File: config.mk
export PLATFORM = sky130hd
export DESIGN_NAME = spi_req_arbiter
export DESIGN_NICKNAME = d
export VERILOG_FILES = /design/src/rtl/spi_pkg.sv /design/src/rtl/rr_pick.sv /design/src/rtl/spi_req_arbiter.sv
export SDC_FILE = /design/constraint.sdc
export NUM_CORES = 1
export LEC_CHECK = 0
export CAP_MARGIN = 10
export CORE_MARGIN = 2
export CORE_UTILIZATION = 48
export CTS_CLUSTER_DIAMETER = 60
export DETAILED_ROUTE_END_ITERATION = 7
export PLACE_DENSITY = 0.84
export RECOVER_POWER = 50
export SKIP_LAST_GASP = 1
export SLEW_MARGIN = 0
export SYNTH_ARGS = -nofsm -noshare
export SYNTH_HDL_FRONTEND = slang
export SYNTH_HIERARCHICAL = 1
export SYNTH_SLANG_ARGS = --single-unit
File: constraint.sdc
create_clock -name clk_i -period 4.75 [get_ports clk_i]
set_input_delay 0.95 -clock clk_i [delete_from_list [all_inputs] [get_ports clk_i]]
set_output_delay 0.95 -clock clk_i [all_outputs]
set_load 0.02 [all_outputs]
File: src/rtl/spi_pkg.sv
// Shared SPI types: the control-register word layout and the request-arbiter state encoding.
package spi_pkg;

   localparam int ARB_NW = 10;

   typedef struct packed {
      logic [1:0]        spi_mode;
      logic              all_0s;
      logic              all_1s;
      logic              cs_ctrl;
      logic [ARB_NW-1:0] n_rx_end;
      logic [ARB_NW-1:0] n_tx_end;
      logic              send;
   } palabra_control;

   typedef enum logic [2:0] {
      ARB_IDLE       = 3'd0,
      ARB_LOAD       = 3'd1,
      ARB_WAIT_START = 3'd2,
      ARB_WAIT_END   = 3'd3,
      ARB_DONE       = 3'd4,
      ARB_ABORT      = 3'd5
   } arb_state_e;

   // all_1s dominates all_0s; every field not supplied by a requester stays zero
   function automatic palabra_control arb_ctrl_word(
      input logic [ARB_NW-1:0] n_tx,
      input logic [ARB_NW-1:0] n_rx,
      input logic              cs_ctrl,
      input logic              all_1s,
      input logic              all_0s
   );
      palabra_control w;
      w          = '0;
      w.send     = 1'b1;
      w.n_tx_end = n_tx;
      w.n_rx_end = n_rx;
      w.cs_ctrl  = cs_ctrl;
      w.all_1s   = all_1s;
      w.all_0s   = all_0s & ~all_1s;
      return w;
   endfunction

endpackage

File: src/rtl/rr_pick.sv
// Combinational circular priority picker: first set request at or after ptr.
module rr_pick #(
   parameter int N_REQ = 2,
   parameter int PTR_W = (N_REQ > 1) ? $clog2(N_REQ) : 1
) (
   input  logic [N_REQ-1:0] req,
   input  logic [PTR_W-1:0] ptr,
   output logic [N_REQ-1:0] sel,
   output logic             any
);

   // Scan from ptr around the ring; the first hit wins
   always_comb begin
      sel = '0;
      any = 1'b0;
      for (int i = 0; i < N_REQ; i++) begin
         automatic int   k   = (int'(ptr) + i) % N_REQ;
         automatic logic hit = req[k] & ~any;
         sel[k] = hit;
         any    = any | hit;
      end
   end

endmodule

File: src/rtl/spi_req_arbiter.sv
// Round-robin owner of the shared SPI master: loads one requester's control word,
// follows the send bit to completion and aborts stuck transfers via a watchdog.
module spi_req_arbiter
   import spi_pkg::*;
#(
   parameter int N_REQ     = 2,
   parameter int N_W       = ARB_NW,
   parameter int WD_CYCLES = 200000
) (
   input  logic                 clk_i,
   input  logic                 rst_i,
   input  logic [N_REQ-1:0]     req_i,
   input  logic [N_REQ*N_W-1:0] req_n_tx_i,
   input  logic [N_REQ*N_W-1:0] req_n_rx_i,
   input  logic [N_REQ-1:0]     req_cs_ctrl_i,
   input  logic [N_REQ-1:0]     req_all_1s_i,
   input  logic [N_REQ-1:0]     req_all_0s_i,
   output logic [N_REQ-1:0]     gnt_o,
   output logic [N_REQ-1:0]     done_o,
   output logic                 err_o,
   output logic                 busy_o,
   output logic                 ctrl_wr_o,
   output palabra_control       ctrl_word_o,
   input  logic                 ctrl_send_i
);

   localparam int PTR_W = (N_REQ > 1) ? $clog2(N_REQ) : 1;
   localparam int WD_W  = $clog2(WD_CYCLES + 1);
   localparam logic [WD_W-1:0]  WD_LAST  = WD_W'(WD_CYCLES - 1);
   localparam logic [PTR_W-1:0] PTR_LAST = PTR_W'(N_REQ - 1);

   arb_state_e      r_state, w_next;
   logic [PTR_W-1:0] r_ptr, r_gnt_idx, w_idx, w_ptr_nxt;
   logic [WD_W-1:0]  r_wd;
   logic [N_REQ-1:0] w_sel, r_gnt, r_done;
   logic             w_any, w_wd_exp, r_err, r_busy, r_ctrl_wr;
   logic [N_W-1:0]   w_n_tx, w_n_rx;
   logic             w_cs, w_a1, w_a0;
   palabra_control   r_ctrl_word;

   rr_pick #(.N_REQ(N_REQ), .PTR_W(PTR_W)) u_pick (
      .req (req_i),
      .ptr (r_ptr),
      .sel (w_sel),
      .any (w_any)
   );

   // One-hot select of the winner's fields and index
   always_comb begin
      w_n_tx = '0;
      w_n_rx = '0;
      w_cs   = 1'b0;
      w_a1   = 1'b0;
      w_a0   = 1'b0;
      w_idx  = '0;
      for (int k = 0; k < N_REQ; k++) begin
         w_n_tx = w_n_tx | (req_n_tx_i[k*N_W +: N_W] & {N_W{w_sel[k]}});
         w_n_rx = w_n_rx | (req_n_rx_i[k*N_W +: N_W] & {N_W{w_sel[k]}});
         w_cs   = w_cs | (req_cs_ctrl_i[k] & w_sel[k]);
         w_a1   = w_a1 | (req_all_1s_i[k] & w_sel[k]);
         w_a0   = w_a0 | (req_all_0s_i[k] & w_sel[k]);
         w_idx  = w_idx | (PTR_W'(k) & {PTR_W{w_sel[k]}});
      end
   end

   assign w_wd_exp  = (r_wd == WD_LAST);
   assign w_ptr_nxt = (r_gnt_idx == PTR_LAST) ? '0 : r_gnt_idx + PTR_W'(1);

   // Next-state logic; a real send transition takes precedence over a watchdog expiry
   always_comb begin
      w_next = r_state;
      case (r_state)
         ARB_IDLE: begin
            if (w_any) w_next = ARB_LOAD;
            else       w_next = ARB_IDLE;
         end
         ARB_LOAD: w_next = ARB_WAIT_START;
         ARB_WAIT_START: begin
            if (ctrl_send_i)   w_next = ARB_WAIT_END;
            else if (w_wd_exp) w_next = ARB_ABORT;
            else               w_next = ARB_WAIT_START;
         end
         ARB_WAIT_END: begin
            if (!ctrl_send_i)  w_next = ARB_DONE;
            else if (w_wd_exp) w_next = ARB_ABORT;
            else               w_next = ARB_WAIT_END;
         end
         ARB_DONE:  w_next = ARB_IDLE;
         ARB_ABORT: w_next = ARB_IDLE;
         default:   w_next = ARB_IDLE;
      endcase
   end

   // State, watchdog, rotation pointer and grant bookkeeping
   always_ff @(posedge clk_i or negedge rst_i) begin
      if (!rst_i) begin
         r_state   <= ARB_IDLE;
         r_wd      <= '0;
         r_ptr     <= '0;
         r_gnt     <= '0;
         r_gnt_idx <= '0;
      end else begin
         r_state <= w_next;
         if ((w_next == r_state) &&
             (r_state == ARB_WAIT_START || r_state == ARB_WAIT_END))
            r_wd <= r_wd + WD_W'(1);
         else
            r_wd <= '0;
         if (w_next == ARB_DONE || w_next == ARB_ABORT)
            r_ptr <= w_ptr_nxt;
         else
            r_ptr <= r_ptr;
         if (r_state == ARB_IDLE && w_any) begin
            r_gnt     <= w_sel;
            r_gnt_idx <= w_idx;
         end else if (w_next == ARB_IDLE) begin
            r_gnt     <= '0;
            r_gnt_idx <= r_gnt_idx;
         end else begin
            r_gnt     <= r_gnt;
            r_gnt_idx <= r_gnt_idx;
         end
      end
   end

   // Outputs are registered from the next state so they line up with the state they describe
   always_ff @(posedge clk_i or negedge rst_i) begin
      if (!rst_i) begin
         r_done      <= '0;
         r_err       <= 1'b0;
         r_busy      <= 1'b0;
         r_ctrl_wr   <= 1'b0;
         r_ctrl_word <= '0;
      end else begin
         r_busy    <= (w_next != ARB_IDLE);
         r_err     <= (w_next == ARB_ABORT);
         r_ctrl_wr <= (w_next == ARB_LOAD) || (w_next == ARB_ABORT);
         if (w_next == ARB_DONE || w_next == ARB_ABORT)
            r_done <= r_gnt;
         else
            r_done <= '0;
         if (r_state == ARB_IDLE && w_next == ARB_LOAD)
            r_ctrl_word <= arb_ctrl_word(w_n_tx, w_n_rx, w_cs, w_a1, w_a0);
         else
            r_ctrl_word <= '0;
      end
   end

   assign gnt_o       = r_gnt;
   assign done_o      = r_done;
   assign err_o       = r_err;
   assign busy_o      = r_busy;
   assign ctrl_wr_o   = r_ctrl_wr;
   assign ctrl_word_o = r_ctrl_word;

endmodule

==> results of run 1 <==
[flip-flops by register name, summed over array words and instances, names as in the netlist, 2 cells and up]
| name | count |
|---|---|
| ctrl_word_o | 24 |
| r_wd | 18 |
| r_state | 3 |
| done_o | 2 |
| gnt_o | 2 |
[final cells by class]
| type | count | area [um^2] | share of cell area (%) |
|---|---|---|---|
| Inverter | 8 | 30.0 | 0.911 |
| Clock inverter | 2 | 37.5 | 1.14 |
| Tap cell | 67 | 83.8 | 2.54 |
| Multi-Input combinational cell | 155 | 901 | 27.3 |
| Timing Repair Buffer | 83 | 821 | 24.9 |
| Clock buffer | 6 | 72.6 | 2.20 |
| Sequential cell | 54 | 1350 | 41.0 |
[Yosys cell counts, types with 2 or more instances]
cell type / number / share of area [%]
sky130_fd_sc_hd__a21oi_1: 3 / 0.64
sky130_fd_sc_hd__xor2_1: 8 / 3.0
sky130_fd_sc_hd__nand2_1: 16 / 2.5
sky130_fd_sc_hd__nor2_1: 47 / 7.5
sky130_fd_sc_hd__a21boi_1: 2 / 0.64
sky130_fd_sc_hd__nor3_1: 4 / 0.85
sky130_fd_sc_hd__buf_4: 4 / 1.3
sky130_fd_sc_hd__o21ai_0: 3 / 0.64
sky130_fd_sc_hd__and3_1: 4 / 1.1
sky130_fd_sc_hd__xnor2_1: 8 / 3.0
sky130_fd_sc_hd__a31oi_1: 3 / 0.79
sky130_fd_sc_hd__nand3_1: 11 / 2.3
sky130_fd_sc_hd__clkbuf_1: 8 / 1.3
sky130_fd_sc_hd__nand2b_1: 4 / 1.1
sky130_fd_sc_hd__a22oi_1: 21 / 6.7
sky130_fd_sc_hd__dfrtp_1: 54 / 57
sky130_fd_sc_hd__inv_1: 8 / 1.3
sky130_fd_sc_hd__and2_1: 2 / 0.53
sky130_fd_sc_hd__nand4_1: 3 / 0.79
[worst reg2reg max path, stage by stage, from the launching register on]
cell and delay [ns]:
sky130_fd_sc_hd__dfrtp_1 0.43, sky130_fd_sc_hd__or4_1 0.54, sky130_fd_sc_hd__nor4_1 0.88, sky130_fd_sc_hd__nand2_1 0.24
sky130_fd_sc_hd__nand2b_1 0.57, sky130_fd_sc_hd__nor2_1 0.13
[final timing paths]
check	from	end	cells after the start
setup / recovery	r_wd[13]$_DFF_PN0_	r_wd[13]$_DFF_PN0_	5
hold / removal	r_gnt_idx$_DFFE_PN0P_	r_ptr$_DFFE_PN0N_	1
setup reg to reg	r_wd[13]$_DFF_PN0_	r_wd[13]$_DFF_PN0_	5
hold reg to reg	r_gnt_idx$_DFFE_PN0P_	r_ptr$_DFFE_PN0N_	1
max in group asynchronous	rst_i	ctrl_word_o[9]$_DFF_PN0_	2
min in group asynchronous	rst_i	r_state[1]$_DFF_PN0_	2
[power breakdown]
part	internal [W]	switching, W	leakage [nW]
combinational	0.000177	0.000230	0.644
sequential	0.000531	0.0000537	0.731
clock	0.000157	0.000140	0.0514
total	0.000865	0.000424	1.43
[metrics by stage]
step	util (%)	hold slack, ns	setup slack, ns	instance area, um^2	power, W
final	69.8	0.495	1.83	3300	0.00129
after global routing	69.8	0.519	1.58	3300	0.00137
after CTS	70.3	0.507	2.16	3320	0.00131
after detailed placement	68.0	0.472	1.80	3210	0.00101
after global placement	68.0	0.475	1.89	3210	0.00100
after floorplan	-	0.426	2.87	2370	0.000823
[logic make-up after synthesis]
family / count (synthesis)
adders and majority gates: 1
muxes: 1
DFF: 54
xor gates and xnor gates: 16
other: 1
and+or+nand+nor: 99
AOI/OAI and AO/OA: 36
buffers and inverters: 21
[routing by layer]
metal	vias to the layer above	GRT usage (%)	routed length (um)
met5	-	0	0
met4	0	5.45	62
met3	7	7.86	415
met2	72	32.2	2520
met1	914	29.1	2270
li1	928	-	-
==> results.txt, run 1 <==
The critical path required time is 4.91 ns. The maximum clock frequency came out at 342 MHz. The largest single stage delay on the critical path is 0.88 ns.

STA classifies the critical path startpoint as a flip-flop. 0 antenna diodes ended up in the layout. The initial antenna violation count came out at 0.

The number of pins with negative max-slew slack in the final report came out at 0. The multiplexer area fraction after synthesis came out at 0.424%. From bottom edge to top edge, the die measures 74.2 um. The post-CTS setup buffer count came out at 0. The post-synthesis compound-gate area fraction is 11.0%. The number of storage elements in the synthesis netlist came out at 54. Of all nets on the critical path, the largest fanout is 18.

The adder-cell share of the synthesized area came out at 0.529%. Setup repair after global routing left no endpoint under its margin. The die width came out at 74.2 um.

The first detailed-routing pass ran for 4 iterations. The mapped netlist covers 2360 um^2. The cell count after synthesis came out at 229.

In the synthesized netlist the dominant register cell turns out to be sky130_fd_sc_hd__dfrtp_1. The distinct cell type count after synthesis came out at 35. CTS placed an instance of sky130_fd_sc_hd__clkbuf_8 at the clock tree root. The critical path contains buffers and inverters numbering 0 combined.

In the routed layout, each cell is associated on average with a via count of 5.12. The detail-routed net length per standard cell is 14.1 um. The number of buffers created by CTS came out at 5. The clock latency on the worst-skew pair came out at 0.30 ns.

The slew of the pin with the lowest slew margin is 1.15 ns. Global routing consumed, over all layers together, 21.2% of the routing resources. The count of pins on the block boundary came out at 84.

The total of buffers placed on input and output ports is 81. Among all stages on the critical path, the largest delay is contributed by sky130_fd_sc_hd__nor4_1. The critical path goes through or4_1, nor4_1, nand2_1, nand2b_1, nor2_1.

Leaving out fill and tap cells, the most frequent cells in the layout are 73 x sky130_fd_sc_hd__clkdlybuf4s50_1, 54 x sky130_fd_sc_hd__dfrtp_1, 47 x sky130_fd_sc_hd__nor2_1. The number of enable-type register cells in the synthesized netlist came out at 0. The worst min-delay path category is flip-flop to flip-flop. The accumulated negative setup slack came out at 0 ns. The number of global-route vias before repair came to 1821. Dividing total power by cell area gives a power density of 391 nW/um^2.

After the first detailed-routing iteration, the DRC count stood at 126. The maximum vdd drop is 289 uV. After synthesis, the largest family of logic cells by area is simple AND/OR/NAND/NOR gates. The share of synthesized registers carrying an async set or reset is 100%.

The count of nets after finishing is 359. The total die area is 5500 um^2. The worst setup path is captured at a flip-flop.

The initial utilization of the core area, before any placement, comes to 50.0%. The final estimated routing congestion in global placement is 0.809. The library cell used most frequently in the layout, excluding fill and tap cells, is sky130_fd_sc_hd__clkdlybuf4s50_1. The longest clock path from root to sink contains 2 buffers. After floorplanning, the core was divided into 25 placement rows. Between clock sinks in the finished design, the worst skew comes to 0.00799 ns. The simple-gate share of the synthesized area is 20.8%.

The detail route stage leaves a number of antenna-violating nets equal to 0. The max-slew headroom at the worst pin is 22.6%. The detailed-route DRC error count is 0. The deepest level of the CTS H-tree came out at 2. In this run the mean area of a mapped cell was 10.3 um^2.

The category of the most critical setup path is flip-flop to flip-flop. The via count of the routed design is 1921. The count of hold buffers inserted by post-cts repair came out at 0.

Once detailed placement completed, the half-perimeter wirelength came to 3.82 mm. TritonCTS built the clock tree. On the critical path the largest part of the delay comes from simple AND/OR/NAND/NOR gates. After floorplanning, the core was sized to cover 4720 um^2. The clock net sink count came out at 54.

Once the clock tree was built, the resizer swapped 0 gates to a different size. The sequential share of the synthesized area is 57.2%. The data arrival at the endpoint of the critical path is 3.08 ns.

The number of hold violations in the final report was 0. Entering global routing, the biggest net connects 55 pins. The layout overhead on the synthesized area is 39.5%.

The tool flagged a number of max-cap violations equal to 0. The first global-routing pass estimated 8.74 mm of wire. The post-route netlist has 4.22% of its cells at a drive strength greater than 1. The worst register-to-register path has a setup slack of 1.83 ns. The final cell count without fillers is 375.

The leakage power summed over all cells is 1.43 nW. Of the available clock period, the critical path in the final layout requires 61.6%. The final count of negative-setup-slack endpoints is 0. The worst path in the final design needs a cycle of 2.92 ns, including I/O delays and setup. The total number of yosys warnings came out at 6. The number of cells after detailed placement came out at 367.

The run finished with clean final reports. The CTS clock-pin slew for the worst setup and hold paths came out at 0.09 ns. The total congestion overflow came out at 0. The count of filler cells inserted in the layout came out at 366.

The xor/xnor share of the synthesized area is 5.93%. The final wirelength is 5.27 mm.
No activity file was read; power rests on OpenSTA's default activity.
==> run 2, diff against run 1 <==
Settings changed: CORE_UTILIZATION 48 to 45, PLACE_DENSITY 0.84 to 0.79.
Clock period 4.75 ns to 2.8 ns, I/O delays scaled along.
==> run 2 against run 1 <==
Against the previous run: worst hold slack lost 0.064 ns; clock skew shrank 0.0027 ns; largest power group unchanged; worst setup slack lost 1.4 ns; global-route usage shrank 0.92 points; flip-flop and latch count is the same; register-to-register slack lost 1.3 ns; first-iteration DRC count grew 44%; power grew 67%; sequential share of layout area shrank 0.28 points; critical path depth is the same.
==> results.txt, run 2 (synthesized netlist as in run 1, its figures left out) <==
The post-layout instance area is 3320 um^2. Counting both buffers and inverters, the worst setup path holds a total of 2. TritonCTS built the clock tree.

The clock net sink count came out at 54. The count of nets after finishing is 363. The layout overhead on the synthesized area is 40.4%. For this block, the routed nets add up to 5.47 mm of wire. The accumulated negative setup slack came out at 0 ns. The register with the most flip-flops in the layout has 24 of them. Leaving out fill and tap cells, the most frequent cell in the layout is sky130_fd_sc_hd__clkdlybuf4s50_1. The combined global-route utilization of all metal layers came out at 20.3%. The critical path is of the primary input to flip-flop type. The critical path required time is 2.96 ns. The area of placed instances came out at 3240 um^2. For this design, the slowest cell found on the critical path is sky130_fd_sc_hd__clkbuf_1.

STA classifies the critical path endpoint as a flip-flop. The final count of negative-setup-slack endpoints came out at 0. Setup repair after global routing left no endpoint under its margin.

The endpoint of the most critical setup path is ctrl_word_o[11]$_DFF_PN0_. In the layout the commonest cells are 79 x sky130_fd_sc_hd__clkdlybuf4s50_1, 54 x sky130_fd_sc_hd__dfrtp_1, 47 x sky130_fd_sc_hd__nor2_1. Dividing total power by cell area gives a power density of 648 nW/um^2. The maximum fanout encountered on the critical timing path came out at 23. The total die area came out at 5850 um^2. The number of antenna repair diodes came out at 0.

The number of gates given a new drive strength after cts came out at 0. The endpoint identified for the worst register-to-register timing path is r_wd[13]$_DFF_PN0_. The signal on the critical path passes through dlygate4sd3_1, or2_0, nand3b_1, clkbuf_1, nor2_1. Data on the critical path arrives at its endpoint at 2.54 ns.

The critical path crosses 5 cells after its start point. The average vias per placed instance came out at 5.16. The maximum vdd drop came out at 410 uV. The met3 routed wirelength came out at 525 um. Static timing analysis puts the maximum clock frequency at 420 MHz.

STA classifies the critical path startpoint as a primary input. After clock tree synthesis, the flow added hold-fix buffers numbering 0. The portion of the clock cycle consumed by the worst path in the final layout is 85.0%. The number of hold violations in the final report came out at 0. The number of global-route vias before repair came out at 1999.

The kind of cell adding the most delay to the critical path is buffers and inverters. In this run the post-CTS setup repair buffer count came out at 0. The total of buffers placed on input and output ports came out at 81.

The length in cells of the worst reg-to-reg path came out at 5. The number of buffers created by CTS came out at 5. The clock latency on the worst-skew pair came out at 0.31 ns. The initial antenna violation count came out at 0. The first global-routing pass estimated 9.32 mm of wire.

The startpoint identified for the worst register-to-register timing path is r_wd[13]$_DFF_PN0_. The clock passes through at most 2 buffers. The worst pin sits at a relative slew slack of 25.7%. The slew of the pin with the lowest slew margin is 1.12 ns. The flow ran to the end, and the final reports show no timing, DRC or antenna violations. The starting utilization of the core area is 46.6%. In the final routed layout, each cell accounts on average for 14.3 um.

The number of max-cap violations came out at 0. The die width is 76.5 um. The cell sitting at the root of the clock tree is a sky130_fd_sc_hd__clkbuf_8. The number of nets with antenna violations after routing came out at 0. The final estimated routing congestion in global placement is 0.857. In this run the worst hold path is classified as primary input to asynchronous set/reset pin. The delay of the slowest critical-path stage is 0.75 ns.

The height of the die came out at 76.5 um. For this run, the detailed router's first-pass iteration total came to 4. The share of layout cells above drive strength 1 came out at 4.81%. After detailed routing, the met2 layer carries 2.62 mm of wire.

The leakage power summed over all cells is 1.41 nW. The largest net degree at the start of global routing is 24. The total congestion overflow is 0. The detailed router put a total of 2.21 mm of wire on met1.

The clock skew came out at 0.00533 ns. The H-tree generated during clock tree synthesis spans 2 levels. The clock period could shrink to 2.38 ns. The slack of the critical path is 0.420 ns. Setup slack on the worst reg-to-reg path comes out at 0.51 ns. Detailed placement ended at an HPWL of 4.06 mm. For this run, design rule violations remaining after detail routing come to 0.

The total area inside the core boundary comes to 5070 um^2. The number of pins with negative max-slew slack in the final report came out at 0. The critical path starts at req_i[0]. Clock-pin slew was measured on the worst setup and hold paths at 0.09 ns. The setup slack at placement is 0.541 ns. Routed signal wires occupy layers up through met4. The via count of the routed design came out at 1971. The detailed router finished its first iteration with 181 violations. The number of placement rows is 26. Pin placement for this block handled 84 I/O pins.
-- run 2: per-layer routing --
metal / track usage [%] / vias up
li1: - / 936
met1: 25.2 / 930
met2: 32.5 / 94
met3: 7.35 / 11
met4: 7.82 / 0
met5: 0 / -
-- run 2: final cells by class --
cell class / instances / area, um^2
well taps: 70 / 87.6
inverters: 8 / 30.0
clock buffers: 7 / 86.3
fillers: 432 / 1760
repair buffers: 87 / 835
multi-input cells: 155 / 925
clock inverters: 1 / 5.00
flip-flops and latches: 54 / 1350
-- run 2: worst reg2reg max path: stages, from the launching register on --
cell and delay [ns]:
sky130_fd_sc_hd__dfrtp_1 0.42, sky130_fd_sc_hd__or4_4 0.56, sky130_fd_sc_hd__nor4_4 0.34, sky130_fd_sc_hd__nand2_1 0.17, sky130_fd_sc_hd__nand2b_1 0.53, sky130_fd_sc_hd__nor2_1 0.12
-- run 2: metrics by stage --
stage | cells | util, % | total power [W] | hold WS (ns)
2_1_floorplan | 230 | - | 0.00140 | 0.264
3_3_place_gp | 374 | 63.9 | 0.00171 | 0.440
3_5_place_dp | 374 | 63.9 | 0.00172 | 0.455
4_1_cts | 382 | 65.7 | 0.00217 | 0.204
5_1_grt | 382 | 65.4 | 0.00227 | 0.489
6_report | 382 | 65.4 | 0.00215 | 0.430
-- run 2: how the worst min path moves through the flow --
stage / start / cells past startpoint / to / slack [ns]
2_1_floorplan: rst_i / 0 / busy_o$_DFF_PN0_ / 0.26
3_3_place_gp: r_gnt_idx$_DFFE_PN0P_ / 1 / r_ptr$_DFFE_PN0N_ / 0.44
3_5_place_dp: r_gnt_idx$_DFFE_PN0P_ / 1 / r_ptr$_DFFE_PN0N_ / 0.46
4_1_cts: rst_i / 1 / r_gnt_idx$_DFFE_PN0P_ / 0.20
5_1_grt: r_gnt_idx$_DFFE_PN0P_ / 1 / r_ptr$_DFFE_PN0N_ / 0.49
6_report: rst_i / 1 / busy_o$_DFF_PN0_ / 0.43
-- run 2: where the power goes --
| part | internal (W) | switching, W | leakage (nW) | total [W] |
|---|---|---|---|---|
| combinational | 0.000313 | 0.000400 | 0.630 | 0.000712 |
| clock | 0.000200 | 0.000251 | 0.0482 | 0.000451 |
| sequential | 0.000902 | 0.0000845 | 0.731 | 0.000986 |
